[src/rtl/counter_ctrl_pkg.sv]
// counter_ctrl shared definitions: step FSM encoding, cycle constants
// and the counter width helper used by every counter in the block.
package counter_ctrl_pkg;

    typedef enum logic [1:0] {
        IDLE   = 2'd0,
        HOLD   = 2'd1,
        REPEAT = 2'd2
    } step_state_e;

    // Board timing at 100 MHz
    localparam int unsigned DEF_DEBOUNCE_CYC = 1_000_000;
    localparam int unsigned DEF_HOLD_CYC     = 50_000_000;
    localparam int unsigned DEF_REPEAT_CYC   = 10_000_000;
    localparam int unsigned DEF_TICK_CYC     = 100_000_000;

    // Short timing for simulation
    localparam int unsigned SIM_DEBOUNCE_CYC = 4;
    localparam int unsigned SIM_HOLD_CYC     = 20;
    localparam int unsigned SIM_REPEAT_CYC   = 5;
    localparam int unsigned SIM_TICK_CYC     = 8;

    // Counter width able to hold the value p itself
    function automatic int unsigned cnt_w(input int unsigned p);
        return (p <= 1) ? 1 : $clog2(p) + 1;
    endfunction

endpackage

[src/rtl/counter_ctrl_if.sv]
// Key and strobe bundle between the board keys and counter_ctrl.
// master = board/datapath side, slave = counter_ctrl.
interface counter_ctrl_if;

    logic [1:0] key_i;
    logic       inc_o;
    logic       run_o;
    logic [1:0] state_o;

    modport master (
        output key_i,
        input  inc_o,
        input  run_o,
        input  state_o
    );

    modport slave (
        input  key_i,
        output inc_o,
        output run_o,
        output state_o
    );

endinterface

[src/rtl/key_debounce.sv]
// One key: 2-flop synchronizer, debounce counter, press pulse.
// Level is 1 while the (active-low) key is held; press_o is one cycle.
module key_debounce
    import counter_ctrl_pkg::*;
#(
    parameter int unsigned DEBOUNCE_CYC = DEF_DEBOUNCE_CYC
) (
    input  logic clk100_i,
    input  logic rst_i,
    input  logic key_n_i,
    output logic level_o,
    output logic press_o
);

    localparam int unsigned CW = cnt_w(DEBOUNCE_CYC);

    logic [1:0]    sync_q, sync_d;
    logic [CW-1:0] cnt_q, cnt_d;
    logic          level_q, level_d;
    logic          press_q, press_d;

    // Count while synced level disagrees; flip after DEBOUNCE_CYC cycles
    always_comb begin
        sync_d  = {sync_q[0], ~key_n_i};
        cnt_d   = '0;
        level_d = level_q;
        press_d = 1'b0;
        if (sync_q[1] != level_q) begin
            if (cnt_q == CW'(DEBOUNCE_CYC)) begin
                level_d = sync_q[1];
                press_d = sync_q[1];
            end else begin
                cnt_d = cnt_q + CW'(1);
            end
        end
    end

    // State registers, synchronous reset to released
    always_ff @(posedge clk100_i) begin
        if (rst_i) begin
            sync_q  <= '0;
            cnt_q   <= '0;
            level_q <= 1'b0;
            press_q <= 1'b0;
        end else begin
            sync_q  <= sync_d;
            cnt_q   <= cnt_d;
            level_q <= level_d;
            press_q <= press_d;
        end
    end

    assign level_o = level_q;
    assign press_o = press_q;

endmodule

[src/rtl/counter_ctrl.sv]
// Increment strobe sequencer: step, hold-to-repeat and run mode.
// Hold/repeat is built only with COUNTER_CTRL_AUTOREPEAT_EN defined.
module counter_ctrl
    import counter_ctrl_pkg::*;
#(
    parameter int unsigned DEBOUNCE_CYC = DEF_DEBOUNCE_CYC,
    parameter int unsigned HOLD_CYC     = DEF_HOLD_CYC,
    parameter int unsigned REPEAT_CYC   = DEF_REPEAT_CYC,
    parameter int unsigned TICK_CYC     = DEF_TICK_CYC
) (
    input  logic          clk100_i,
    input  logic          rst_i,
    counter_ctrl_if.slave bus
);

    localparam int unsigned TW = cnt_w(TICK_CYC);

    logic step_lvl, step_press;
    logic run_lvl, run_press;

    key_debounce #(.DEBOUNCE_CYC(DEBOUNCE_CYC)) u_step (
        .clk100_i (clk100_i),
        .rst_i    (rst_i),
        .key_n_i  (bus.key_i[0]),
        .level_o  (step_lvl),
        .press_o  (step_press)
    );

    key_debounce #(.DEBOUNCE_CYC(DEBOUNCE_CYC)) u_run (
        .clk100_i (clk100_i),
        .rst_i    (rst_i),
        .key_n_i  (bus.key_i[1]),
        .level_o  (run_lvl),
        .press_o  (run_press)
    );

    logic          run_q, run_d;
    logic [TW-1:0] tick_q, tick_d;
    logic          inc_q, inc_d;

`ifdef COUNTER_CTRL_AUTOREPEAT_EN
    localparam int unsigned HW = cnt_w(HOLD_CYC);
    localparam int unsigned RW = cnt_w(REPEAT_CYC);
    localparam int unsigned PW = (HW > RW) ? HW : RW;

    step_state_e   state_q, state_d;
    logic [PW-1:0] ph_q, ph_d;
`endif

    // Run toggle wins over step; run ticks; step FSM only when stopped
    always_comb begin
        run_d  = run_q;
        tick_d = tick_q;
        inc_d  = 1'b0;
`ifdef COUNTER_CTRL_AUTOREPEAT_EN
        state_d = state_q;
        ph_d    = ph_q;
`endif
        if (run_press) begin
            run_d  = ~run_q;
            tick_d = '0;
`ifdef COUNTER_CTRL_AUTOREPEAT_EN
            state_d = IDLE;
            ph_d    = '0;
`endif
        end else if (run_q) begin
            if (tick_q == TW'(TICK_CYC - 1)) begin
                tick_d = '0;
                inc_d  = 1'b1;
            end else begin
                tick_d = tick_q + TW'(1);
            end
        end else begin
`ifdef COUNTER_CTRL_AUTOREPEAT_EN
            unique case (state_q)
                IDLE: begin
                    if (step_press) begin
                        inc_d   = 1'b1;
                        state_d = HOLD;
                        ph_d    = '0;
                    end
                end
                HOLD: begin
                    if (!step_lvl) begin
                        state_d = IDLE;
                    end else if (ph_q == PW'(HOLD_CYC - 1)) begin
                        inc_d   = 1'b1;
                        state_d = REPEAT;
                        ph_d    = '0;
                    end else begin
                        ph_d = ph_q + PW'(1);
                    end
                end
                REPEAT: begin
                    if (!step_lvl) begin
                        state_d = IDLE;
                    end else if (ph_q == PW'(REPEAT_CYC - 1)) begin
                        inc_d = 1'b1;
                        ph_d  = '0;
                    end else begin
                        ph_d = ph_q + PW'(1);
                    end
                end
                default: state_d = IDLE;
            endcase
`else
            inc_d = step_press;
`endif
        end
    end

    // Registered controller state and outputs
    always_ff @(posedge clk100_i) begin
        if (rst_i) begin
            run_q  <= 1'b0;
            tick_q <= '0;
            inc_q  <= 1'b0;
`ifdef COUNTER_CTRL_AUTOREPEAT_EN
            state_q <= IDLE;
            ph_q    <= '0;
`endif
        end else begin
            run_q  <= run_d;
            tick_q <= tick_d;
            inc_q  <= inc_d;
`ifdef COUNTER_CTRL_AUTOREPEAT_EN
            state_q <= state_d;
            ph_q    <= ph_d;
`endif
        end
    end

    assign bus.inc_o = inc_q;
    assign bus.run_o = run_q;

`ifdef COUNTER_CTRL_AUTOREPEAT_EN
    assign bus.state_o = state_q;

    logic unused_lvl;
    assign unused_lvl = run_lvl;
`else
    assign bus.state_o = 2'b00;

    logic unused_cfg;
    assign unused_cfg = ^{HOLD_CYC, REPEAT_CYC, step_lvl, run_lvl};
`endif

endmodule

[src/flat_wrapper.sv]
// flat-port wrapper written by rule: the top's interface ports become plain ports
module counter_ctrl_flat import counter_ctrl_pkg::*;
#(
    parameter int unsigned DEBOUNCE_CYC = DEF_DEBOUNCE_CYC,
    parameter int unsigned HOLD_CYC     = DEF_HOLD_CYC,
    parameter int unsigned REPEAT_CYC   = DEF_REPEAT_CYC,
    parameter int unsigned TICK_CYC     = DEF_TICK_CYC
)
  (clk100_i, rst_i, bus_key_i, bus_inc_o, bus_run_o, bus_state_o);
  counter_ctrl_if bus_i ();
  input  logic clk100_i;
  input  logic rst_i;
  input wire logic [$bits(bus_i.key_i)-1:0] bus_key_i;
  output wire logic [$bits(bus_i.inc_o)-1:0] bus_inc_o;
  output wire logic [$bits(bus_i.run_o)-1:0] bus_run_o;
  output wire logic [$bits(bus_i.state_o)-1:0] bus_state_o;
  assign bus_i.key_i = bus_key_i;
  assign bus_inc_o = bus_i.inc_o;
  assign bus_run_o = bus_i.run_o;
  assign bus_state_o = bus_i.state_o;
  counter_ctrl #(.DEBOUNCE_CYC(DEBOUNCE_CYC), .HOLD_CYC(HOLD_CYC), .REPEAT_CYC(REPEAT_CYC), .TICK_CYC(TICK_CYC)) u_core (.clk100_i(clk100_i), .rst_i(rst_i), .bus(bus_i));
endmodule
[config.mk]
export PLATFORM = sky130hd
export DESIGN_NAME = counter_ctrl_flat
export DESIGN_NICKNAME = d
export VERILOG_FILES = /design/src/rtl/counter_ctrl_pkg.sv /design/src/rtl/counter_ctrl_if.sv /design/src/rtl/key_debounce.sv /design/src/rtl/counter_ctrl.sv /design/src/flat_wrapper.sv
export SDC_FILE = /design/constraint.sdc
export NUM_CORES = 1
export LEC_CHECK = 0
export ABC_AREA = 1
export BUFFER_PORTS_ARGS = -buffer_cell sky130_fd_sc_hd__buf_2
export CORE_ASPECT_RATIO = 1.75
export CORE_MARGIN = 10
export CORE_UTILIZATION = 60
export CTS_CLUSTER_DIAMETER = 60
export CTS_CLUSTER_SIZE = 40
export DETAILED_ROUTE_END_ITERATION = 12
export HOLD_SLACK_MARGIN = 0.12
export PLACE_DENSITY = 0.78
export SYNTH_ARGS = -nofsm -noshare
export SYNTH_HDL_FRONTEND = slang
export SYNTH_SLANG_ARGS = --single-unit
[constraint.sdc]
create_clock -name clk100_i -period 2.6 [get_ports clk100_i]
set_input_delay 0.13 -clock clk100_i [delete_from_list [all_inputs] [get_ports clk100_i]]
set_output_delay 0.13 -clock clk100_i [all_outputs]
set_load 0.03 [all_outputs]
==> summary.md <==
| Metric | Value |
|---|---|
| Clock sink total | 80 |
| WL/cell | roughly 13 um |
| Port bufs | 5 |
| P per Cell Area | between 500 and 600 nW/um^2 |
| Worst setup EP type | register |
| Clock slew at reported path FFs | ~0.060 ns |
| DRC viols | 0 |
| Via density | ~5.3 |
| Syn Inst Count | approximately 600 |
| Final Cycle Share | between 70 and 80% |
| Static Leak | around 0.0016 uW |
| DR iter-0 viols | between 150 and 200 |
| Die Y-Extent | between 100 and 150 um |
| Die ar. | around 11000 sq um |
| Relative max-transition margin | approximately 50% |
| Final hold vios | 0 |
| Critical path's slowest cell | nand2_1 |
| Worst VDD drop | 480 uV |
| Setup violation total in the final timing report | 0 |
| Clock skew | around 0.0054 ns |
| Antenna viol nets, final | 0 |
| Max Fclk | 0.544 GHz |
| Synthesis-to-layout area growth | 9.46% |
| CTS tree | built |
| Starting Density | 61.8% |
| I/O Pins | 8 |
| Crit path time final | between 1.5 and 2 ns |
| Via Count | 3705 |
| Synth async-reset ratio | 0% |
| Most frequent cells in the layout | nand2_1 (125), nor2_1 (98), dfxtp_1 (80) |
| Slew Limit Fails | 0 |
| Buf/Inv on CP | 2 |
| Critical path's top delay family | simple AND/OR/NAND/NOR gates |
| CP cell instances | inv_1 > ha_1 > nand4_1 > nor2_1 > nand3_1 > nand2_1 > inv_1 > nand2_1 > nor2_1 |
| Dominant cells by area after synthesis | dfxtp_1 (38%), nand2_1 (11%), nor2_1 (8.7%) |
| Storage cell area | ~1600 sq um |
| Row cnt | 40 |
| HP Class | in2reg |
| Crit-path max FO | 21 |
| Seq/Total Area, Yosys | between 30 and 40% |
| DP HPWL | approximately 7000 um |
| Total CTS buffers | 9 |
| Fin util | 67.6% |
| Total gr overflow | 0 |
| Nets@finish | 617 |
| Largest net degree at the start of global routing | 22 |
| Post-CTS Setup Bufs | 0 |
| Post-synth EDFFs | 0 |
| Most common cell after layout, fill and taps aside | nand2_1 |
| Setup tns final | 0 ns |
| First-pass GRT wire length | 15800 um |
| WS Path Type | reg2reg |
| Count of cell types in the netlist | 35 |
| Antenna cell count | 0 |
| Yosys reg bits | 80 |
| Die X | about 84 um |
| Status | finished, final reports clean |
| CP required | ~2.8 ns |
| Max-cap violations | 0 |
| Area of the multi-input gates | about 2300 sq um |
| Worst-Margin Slew | 0.734 ns |
| RSZ-0062 raised after global routing | no |
| Post-Syn Area per Cell | around 7 sq um |
| DR pass1 iterations | 5 |
| Clk_lat worst skew | 0.34 ns |
| Initial antenna violation count | 0 |
| GRT Util Overall | between 10% and 20% |
| Filler Cell Count | a little over 600 |
| Layout cell share with drive strength beyond 1 | 12.7% |
| Clock Root Buffer | clkbuf_16 |
| Vias in the first global route | 3718 |
| Synth Flop Type | dfxtp_1 |
| Core area | a little under 7000 sq um |
| Area leader, netlist | dfxtp_1 |
| Arr. time, crit path | between 2 and 2.5 ns |
| Clock Path Buffers | 2 |
| H-tree levels | 3 |
| Synthesized cell area | roughly 4200 sq um |
| GPL Wtd Cong | between 0.9 and 1 |
| Critical Path Max Stage Delay | 0.58 ns |
| Startpoint Class | register |
| Yosys Warn Count | 0 |
| Top cell type's share of synthesized area | between 30% and 40% |
| Drt total wl | 9010 um |
worst paths after layout:
| kind | from | end | slack (ns) | cells after the start |
|---|---|---|---|---|
| worst max-delay path | u_core.u_run.cnt_q[0] | u_core.u_run.cnt_q[17] | 0.76 | 9 |
| worst min-delay path | rst_i | u_core.bus.run_o | 0.12 | 2 |
| worst max register to register | u_core.u_run.cnt_q[0] | u_core.u_run.cnt_q[17] | 0.76 | 9 |
| worst min register to register | u_core.u_step.sync_q[0] | u_core.u_step.sync_q[1] | 0.40 | 2 |
state kept, by name, indices dropped and copies added, names as in the netlist:
signal,count
u_core.u_step.level_o,1
u_core.u_step.cnt_q,21
u_core.tick_q,28
u_core.bus.run_o,1
u_core.u_run.level_o,1
u_core.bus.inc_o,1
u_core.u_run.press_o,1
u_core.u_run.cnt_q,21
u_core.u_step.sync_q,2
u_core.u_step.press_o,1
u_core.u_run.sync_q,2
cell type report:
| class | count | area share (%) |
|---|---|---|
| clock buffer | 13 | 5.83 |
| clock inverter | 2 | 0.810 |
| inverter | 75 | 6.18 |
| multi-input combinational | 433 | 49.1 |
| sequential | 80 | 34.6 |
| tap | 84 | 2.27 |
| timing repair buffer | 9 | 1.30 |
per-layer routing:
metal / part of all wire (%) / track usage (%) / wire length, um
met1: 38 / 16.3 / 3420
met2: 53 / 31.2 / 4820
met3: 3.1 / 3.03 / 282
met4: 5.4 / 13.0 / 487
met5: 0 / 0 / 0
report_power, final:
group          internal (uW)  total [uW]  switching [uW]
Combinational           10.8        39.2            28.4
Sequential              1230        1230            2.17
Clock                    817        1300             484
cells in the mapped netlist, types with 5 or more instances:
cell / count
xor2_1: 20
nand3_1: 42
nor2_1: 98
ha_1: 5
inv_1: 69
nand2_1: 125
a21oi_1: 32
inv_2: 5
nor3_1: 22
o21ai_0: 7
nor2_2: 21
dfxtp_1: 80
nand4_1: 17
cells by family (layout without fill, tap and decap cells):
kind of cell               after synthesis  after routing  synth area share (%)
xor gates and xnor gates                24             24                  4.96
AOI/OAI and AO/OA                       43             43                  5.59
and+or+nand+nor                        358            358                  41.3
buffers and inverters                   85             99                  8.57
DFF                                     80             80                  37.8
other                                    1              2                0.0886
adders and majority gates                5              5                  1.48
muxes                                    1              1                 0.236
metrics by stage:
step / std cells / hold slack [ns] / area (sq um) / setup slack (ns) / total power (uW)
2_1_floorplan: 598 / 0.197 / 4240 / 1.08 / 1290
3_3_place_gp: 679 / 0.281 / 4310 / 0.827 / 1300
3_5_place_dp: 679 / 0.284 / 4310 / 0.821 / 1300
4_1_cts: 696 / 0.122 / 4630 / 0.752 / 2590
5_1_grt: 696 / 0.136 / 4630 / 0.488 / 2650
6_report: 696 / 0.125 / 4630 / 0.761 / 2570
worst register-to-register path: stages (launching register included):
cell and delay, ns:
dfxtp_1 0.33, inv_1 0.06, ha_1 0.14, nand4_1 0.11
nor2_1 0.16, nand3_1 0.15, nand2_1 0.58, inv_1 0.09
nand2_1 0.08, nor2_1 0.04
repair_timing:
item | in CTS | in global routing
hold endpoints to repair | 2 | 0
gates resized for setup | 0 | 0
hold buffers | 2 | 0
Power figures use the tool's default switching activity.
